===== config.mk =====
export PLATFORM = sky130hd
export DESIGN_NAME = muldiv_iter
export DESIGN_NICKNAME = d
export VERILOG_FILES = /design/src/rtl/muldiv_iter.sv
export SDC_FILE = /design/constraint.sdc
export NUM_CORES = 1
export LEC_CHECK = 0
export CORE_MARGIN = 1.5
export CORE_UTILIZATION = 61
export DETAILED_ROUTE_END_ITERATION = 8
export PLACE_DENSITY = 0.82
export SYNTH_ARGS = -nofsm -noshare
export SYNTH_HDL_FRONTEND = slang
export SYNTH_SLANG_ARGS = --single-unit
export TNS_END_PERCENT = 1

===== constraint.sdc =====
create_clock -name clk -period 5.7 [get_ports clk]
set_input_delay 1.425 -clock clk [delete_from_list [all_inputs] [get_ports clk]]
set_output_delay 1.425 -clock clk [all_outputs]
set_load 0.02 [all_outputs]

===== src/rtl/muldiv_iter.sv =====
`default_nettype none
// ============================================================================
// Module   : muldiv_iter
// Purpose  : Iterative multiplier/divider, one operand bit per cycle.
//            Ops: 0 MUL, 1 MULH, 2 MULHSU, 3 MULHU, 4 DIV, 5 DIVU, 6 REM, 7 REMU.
//            Fixed latency: accept edge -> CALC (WIDTH cycles) -> FIXUP (1 cycle)
//            -> DONE, i.e. out_valid in the (WIDTH+2)th cycle after accept.
// Ports    : clk        - clock, rising edge
//            reset      - asynchronous active-high reset
//            in_valid   - operand set offered
//            in_ready   - block idle, can accept operands
//            a, b       - operands (WIDTH bits)
//            op         - operation select (3 bits)
//            out_valid  - res holds a completed result
//            out_ready  - consumer takes the result
//            res        - result (WIDTH bits), registered
// Revision : 1.0 - initial release
// ============================================================================
module muldiv_iter #(
  parameter int WIDTH = 32
) (
  input  logic             clk,
  input  logic             reset,
  input  logic             in_valid,
  output logic             in_ready,
  input  logic [WIDTH-1:0] a,
  input  logic [WIDTH-1:0] b,
  input  logic [2:0]       op,
  output logic             out_valid,
  input  logic             out_ready,
  output logic [WIDTH-1:0] res
);

  localparam int            c_CW       = $clog2(WIDTH + 1);
  localparam logic [c_CW-1:0] c_CNT_LOAD = c_CW'(WIDTH);
  localparam logic [c_CW-1:0] c_CNT_LAST = c_CW'(1);

  localparam logic [1:0] c_S_IDLE  = 2'd0;
  localparam logic [1:0] c_S_CALC  = 2'd1;
  localparam logic [1:0] c_S_FIXUP = 2'd2;
  localparam logic [1:0] c_S_DONE  = 2'd3;

  localparam logic [2:0] c_OP_MUL    = 3'd0;
  localparam logic [2:0] c_OP_MULH   = 3'd1;
  localparam logic [2:0] c_OP_MULHSU = 3'd2;
  localparam logic [2:0] c_OP_MULHU  = 3'd3;
  localparam logic [2:0] c_OP_DIV    = 3'd4;
  localparam logic [2:0] c_OP_DIVU   = 3'd5;
  localparam logic [2:0] c_OP_REM    = 3'd6;
  localparam logic [2:0] c_OP_REMU   = 3'd7;

  // --------------------------------------------------------------------------
  // State
  // --------------------------------------------------------------------------
  logic [1:0]       state_q, state_d;
  logic [c_CW-1:0]  cnt_q, cnt_d;
  logic [2:0]       op_q, op_d;
  // op2 holds the multiplicand (mul) or the divisor (div).
  logic [WIDTH-1:0] op2_q, op2_d;
  // hi: product high half / partial remainder. lo: multiplier / dividend,
  // shifted out as the product low half / quotient is built.
  logic [WIDTH-1:0] hi_q, hi_d;
  logic [WIDTH-1:0] lo_q, lo_d;
  logic             neg_q, neg_d;       // operand signs differ
  logic             neg_rem_q, neg_rem_d; // dividend was negative
  logic             dbz_q, dbz_d;       // divide by zero
  logic [WIDTH-1:0] res_q, res_d;

  // --------------------------------------------------------------------------
  // Operand decode at accept time
  // --------------------------------------------------------------------------
  logic             w_is_div;
  logic             w_a_sgn;
  logic             w_b_sgn;
  logic             w_a_neg;
  logic             w_b_neg;
  logic [WIDTH-1:0] w_a_mag;
  logic [WIDTH-1:0] w_b_mag;

  assign w_is_div = op[2];
  assign w_a_sgn  = (op == c_OP_MUL) || (op == c_OP_MULH) || (op == c_OP_MULHSU) ||
                    (op == c_OP_DIV) || (op == c_OP_REM);
  assign w_b_sgn  = (op == c_OP_MUL) || (op == c_OP_MULH) ||
                    (op == c_OP_DIV) || (op == c_OP_REM);
  assign w_a_neg  = w_a_sgn && a[WIDTH-1];
  assign w_b_neg  = w_b_sgn && b[WIDTH-1];
  assign w_a_mag  = w_a_neg ? -a : a;
  assign w_b_mag  = w_b_neg ? -b : b;

  // --------------------------------------------------------------------------
  // One iteration step
  // --------------------------------------------------------------------------
  logic [WIDTH:0]   w_mul_sum;
  logic [WIDTH:0]   w_div_shift;
  logic             w_div_ge;
  logic [WIDTH-1:0] w_div_diff;

  // Shift-add: conditionally add multiplicand into the high half, then shift
  // the whole {carry, hi, lo} right by one.
  assign w_mul_sum   = {1'b0, hi_q} + (lo_q[0] ? {1'b0, op2_q} : {(WIDTH+1){1'b0}});
  // Restoring divide: bring in the next dividend bit and trial-subtract.
  // When the subtract succeeds the difference is below the divisor, so the
  // low WIDTH bits of the shifted value are enough for it.
  assign w_div_shift = {hi_q, lo_q[WIDTH-1]};
  assign w_div_ge    = (w_div_shift >= {1'b0, op2_q});
  assign w_div_diff  = w_div_shift[WIDTH-1:0] - op2_q;

  // --------------------------------------------------------------------------
  // Sign fixup and result selection
  // --------------------------------------------------------------------------
  logic [2*WIDTH-1:0] w_prod;
  logic [2*WIDTH-1:0] w_prod_fix;
  logic [WIDTH-1:0]   w_quo_fix;
  logic [WIDTH-1:0]   w_rem_fix;
  logic [WIDTH-1:0]   w_result;

  assign w_prod     = {hi_q, lo_q};
  assign w_prod_fix = neg_q ? -w_prod : w_prod;
  // A zero divisor yields an all-ones quotient regardless of dividend sign;
  // the remainder path naturally reproduces a (magnitude, re-signed).
  assign w_quo_fix  = dbz_q ? {WIDTH{1'b1}} : (neg_q ? -lo_q : lo_q);
  assign w_rem_fix  = neg_rem_q ? -hi_q : hi_q;

  always_comb begin
    w_result = w_prod_fix[WIDTH-1:0];
    case (op_q)
      c_OP_MUL:                           w_result = w_prod_fix[WIDTH-1:0];
      c_OP_MULH, c_OP_MULHSU, c_OP_MULHU: w_result = w_prod_fix[2*WIDTH-1:WIDTH];
      c_OP_DIV, c_OP_DIVU:                w_result = w_quo_fix;
      c_OP_REM, c_OP_REMU:                w_result = w_rem_fix;
      default:                            w_result = w_prod_fix[WIDTH-1:0];
    endcase
  end

  // --------------------------------------------------------------------------
  // FSM: state register
  // --------------------------------------------------------------------------
  always_ff @(posedge clk or posedge reset) begin
    if (reset) begin
      state_q <= c_S_IDLE;
    end else begin
      state_q <= state_d;
    end
  end

  // --------------------------------------------------------------------------
  // FSM: next state
  // --------------------------------------------------------------------------
  always_comb begin
    state_d = state_q;
    case (state_q)
      c_S_IDLE:  if (in_valid)              state_d = c_S_CALC;
      c_S_CALC:  if (cnt_q == c_CNT_LAST)   state_d = c_S_FIXUP;
      c_S_FIXUP:                            state_d = c_S_DONE;
      c_S_DONE:  if (out_ready)             state_d = c_S_IDLE;
      default:                              state_d = c_S_IDLE;
    endcase
  end

  // --------------------------------------------------------------------------
  // FSM: outputs
  // --------------------------------------------------------------------------
  always_comb begin
    in_ready  = 1'b0;
    out_valid = 1'b0;
    case (state_q)
      c_S_IDLE: in_ready  = 1'b1;
      c_S_DONE: out_valid = 1'b1;
      default: begin
        in_ready  = 1'b0;
        out_valid = 1'b0;
      end
    endcase
  end

  assign res = res_q;

  // --------------------------------------------------------------------------
  // Datapath next state
  // --------------------------------------------------------------------------
  always_comb begin
    cnt_d     = cnt_q;
    op_d      = op_q;
    op2_d     = op2_q;
    hi_d      = hi_q;
    lo_d      = lo_q;
    neg_d     = neg_q;
    neg_rem_d = neg_rem_q;
    dbz_d     = dbz_q;
    res_d     = res_q;
    case (state_q)
      c_S_IDLE: begin
        if (in_valid) begin
          cnt_d     = c_CNT_LOAD;
          op_d      = op;
          op2_d     = w_is_div ? w_b_mag : w_a_mag;
          lo_d      = w_is_div ? w_a_mag : w_b_mag;
          hi_d      = '0;
          neg_d     = w_a_neg ^ w_b_neg;
          neg_rem_d = w_a_neg;
          dbz_d     = w_is_div && (b == '0);
        end
      end
      c_S_CALC: begin
        cnt_d = cnt_q - 1'b1;
        if (op_q[2]) begin
          hi_d = w_div_ge ? w_div_diff : w_div_shift[WIDTH-1:0];
          lo_d = {lo_q[WIDTH-2:0], w_div_ge};
        end else begin
          hi_d = w_mul_sum[WIDTH:1];
          lo_d = {w_mul_sum[0], lo_q[WIDTH-1:1]};
        end
      end
      c_S_FIXUP: begin
        res_d = w_result;
      end
      default: begin
        res_d = res_q;
      end
    endcase
  end

  always_ff @(posedge clk or posedge reset) begin
    if (reset) begin
      cnt_q     <= '0;
      op_q      <= '0;
      op2_q     <= '0;
      hi_q      <= '0;
      lo_q      <= '0;
      neg_q     <= 1'b0;
      neg_rem_q <= 1'b0;
      dbz_q     <= 1'b0;
      res_q     <= '0;
    end else begin
      cnt_q     <= cnt_d;
      op_q      <= op_d;
      op2_q     <= op2_d;
      hi_q      <= hi_d;
      lo_q      <= lo_d;
      neg_q     <= neg_d;
      neg_rem_q <= neg_rem_d;
      dbz_q     <= dbz_d;
      res_q     <= res_d;
    end
  end

endmodule
`default_nettype wire


==> out/qor.txt <==
Crit path max-delay family: simple AND/OR/NAND/NOR gates
I/O pins: 105
# H-tree levels: 4
Worst-path clk slew: 0.07 ns
Setup Skew: 0.0105 ns
Die Width: 158 um
Slew Viols, Final: 0
Clock Tree Buf Depth: 2
Final Util: 0.700
fmax: 231 MHz
minimum clock period: 4.33 ns
GRT Total Usage: 0.440
CTS sink cnt: 142
number of remaining DRC errors: 0
RSZ-0062 raised after global routing: false
Core ar.: 23,500 sq um
hold_buf cts: 0
Starting Density: 0.623
number of synthesized flops with an enable pin: 0
Setup TNS: 0 ns
Final period util: 0.759
vias in the first global route: 15,130
Die Span Y: 158 um
Synth Flop Type: dfrtp_1
placed instance area: 15,900 sq um
GRT Residual Overflow: 0
post-CTS sizing: 0
largest net degree at the start of global routing: 102
clk root buf: clkbuf_16
Mean Syn Cell Area: 7.45 sq um
Final ANT Viol Nets: 0
CP Capture Type: flop
asr flop ratio synth: 1.00
CTS tree: yes
PnR Total Power: 6150 uW
nets@finish: 2,143
leading area contributor after synthesis: dfrtp_1
max cap viols: 0
WP buf/inv: 1
Worst VDD drop: 254 uV
Static Leak: 0.00667 uW
critical path cell sequence: clkdlybuf4s50_1, or4_1, or3_1, nor3_1, nand3b_1, o41ai_1, xor2_1, nand2_1, o211ai_1, o311ai_1
status: finished, final reports clean
Final Hold Fails: 0
Cells after Synth: 1,969
critical path type: in2reg
Avg Vias per Cell: 6.92
power per cell area: 373 nW/um^2
die area: 25,000 sq um
via count: 16,120
post-synth cell types: 80
final setup fails: 0
slowest CP cell: or4_1
CP arrival: 4.62 ns
Placer Congestion: 1.01
Yosys Warn Count: 0
Final Cell Area: 16,500 sq um
row count: 56
Req. time, crit path: 5.99 ns
Post-DP HPWL: 40,600 um
FF+latch count, synth: 142
cts bufs inserted: 17
share of the synthesized area in the top cell type: 0.242
number of antenna violations at the first check in global routing: 0
Clk Latency, worst-skew pair: 0.45 ns
postcts setup bufs: 0
Hold/Removal Path Class: reg2reg
Port Buffer Count: 104
Slew HR: 0.320
WL final: 54,600 um
global-route wire length before repair: 83,600 um
Least-Margin Pin Slew: 1.01 ns
routed len/inst: 23.5 um
Layout area overhead: 12.3%
Mapped Area: 14,700 sq um
top cells by area, synth: dfrtp_1, a21oi_1, ha_1
Worst setup SP type: input pin
drt first pass iters: 7
max incr delay on CP: 0.57 ns
layout cells sized above 1: 0.0543
Seq/Total Area, Yosys: 0.242
DR iter-0 viols: 2,079
Synth Net Count: 2,116
maximum net fanout on the critical path: 6
[power by group]
group / total, uW / switching, uW / internal (uW)
combinational: 3330 / 1940 / 1390
sequential: 1640 / 476 / 1170
clock: 1180 / 556 / 625
total: 6150 / 2970 / 3180
[Yosys cell counts, drive strengths merged (16+ instances only)]
cell,number
nor4,20
o211ai,17
a21o,18
clkbuf,113
nand2,194
a211oi,40
mux2i,42
o31ai,35
o21ai,167
nand3,44
a31oi,17
mux2,22
inv,83
a22oi,19
o221ai,17
xnor2,105
or3,18
o22ai,16
xor2,77
nor3,45
ha,74
a21oi,206
nor2,211
dfrtp,142
[path summary, 6_finish.rpt]
check,from,end,slack (ns),cells past startpoint
max in group asynchronous,reset,res[16]$_DFFE_PP0P_,3.19,3
setup reg to reg,lo_q[0]$_DFFE_PP0P_,res[20]$_DFFE_PP0P_,1.41,12
hold reg to reg,res[15]$_DFFE_PP0P_,res[15]$_DFFE_PP0P_,0.49,1
min in group asynchronous,reset,op2_q[15]$_DFFE_PP0P_,1.53,2
setup / recovery,a[8],lo_q[27]$_DFFE_PP0P_,1.37,10
hold / removal,res[15]$_DFFE_PP0P_,res[15]$_DFFE_PP0P_,0.49,1
[layout by cell type, fill, tap and decap left out, types with 35 or more instances in the layout]
master	instances
nor2_1	211
a21oi_1	205
nand2_1	193
o21ai_0	155
dfrtp_1	141
xnor2_1	105
clkdlybuf4s50_1	103
inv_1	82
xor2_1	77
ha_1	73
nor3_1	44
nand3_1	44
mux2i_1	42
a211oi_1	40
o31ai_1	35
[cell type report]
| class | instances | area, sq um |
|---|---|---|
| Clock buffer | 17 | 425 |
| Timing Repair Buffer | 135 | 1270 |
| Multi-Input combinational cell | 1616 | 10300 |
| Fill cell | 1999 | 7070 |
| Inverter | 84 | 320 |
| Sequential cell | 142 | 3550 |
| Clock inverter | 15 | 173 |
| Tap cell | 319 | 399 |
| Antenna cell | 1 | 2.50 |
[stage by stage]
| step | worst slack, ns | hold WS [ns] | instances |
|---|---|---|---|
| 2_1_floorplan | 0.465 | 0.450 | 1969 |
| 4_1_cts | 1.45 | 0.490 | 2327 |
| 6_report | 1.37 | 0.487 | 2329 |
| 5_1_grt | 1.19 | 0.509 | 2328 |
| 3_5_place_dp | 1.01 | 0.475 | 2295 |
| 3_3_place_gp | 1.08 | 0.462 | 2295 |
[flip-flops by register name (all words and copies together) (netlist names)]
signal	cells
cnt_q	6
dbz_q	1
hi_q	32
lo_q	32
neg_q	1
neg_rem_q	1
op2_q	32
op_q	3
res	32
state_q	2
[metal layers]
metal,part of all wire,routed length (um),GRT usage
met1,0.39,21200,0.560
met2,0.43,23400,0.672
met3,0.12,6400,0.113
met4,0.066,3600,0.261
met5,0,0,0
[cell families (layout without fill, tap and decap cells)]
family	count (synthesis)	in the layout	synth area share
adders and majority gates	76	76	0.0658
DFF	142	142	0.242
AOI/OAI and AO/OA	658	658	0.280
muxes	64	64	0.0455
xor gates and xnor gates	182	182	0.109
buffers and inverters	211	251	0.0552
other	0	1	0
and+or+nand+nor	636	636	0.202
No activity file was read; power rests on OpenSTA's default activity.
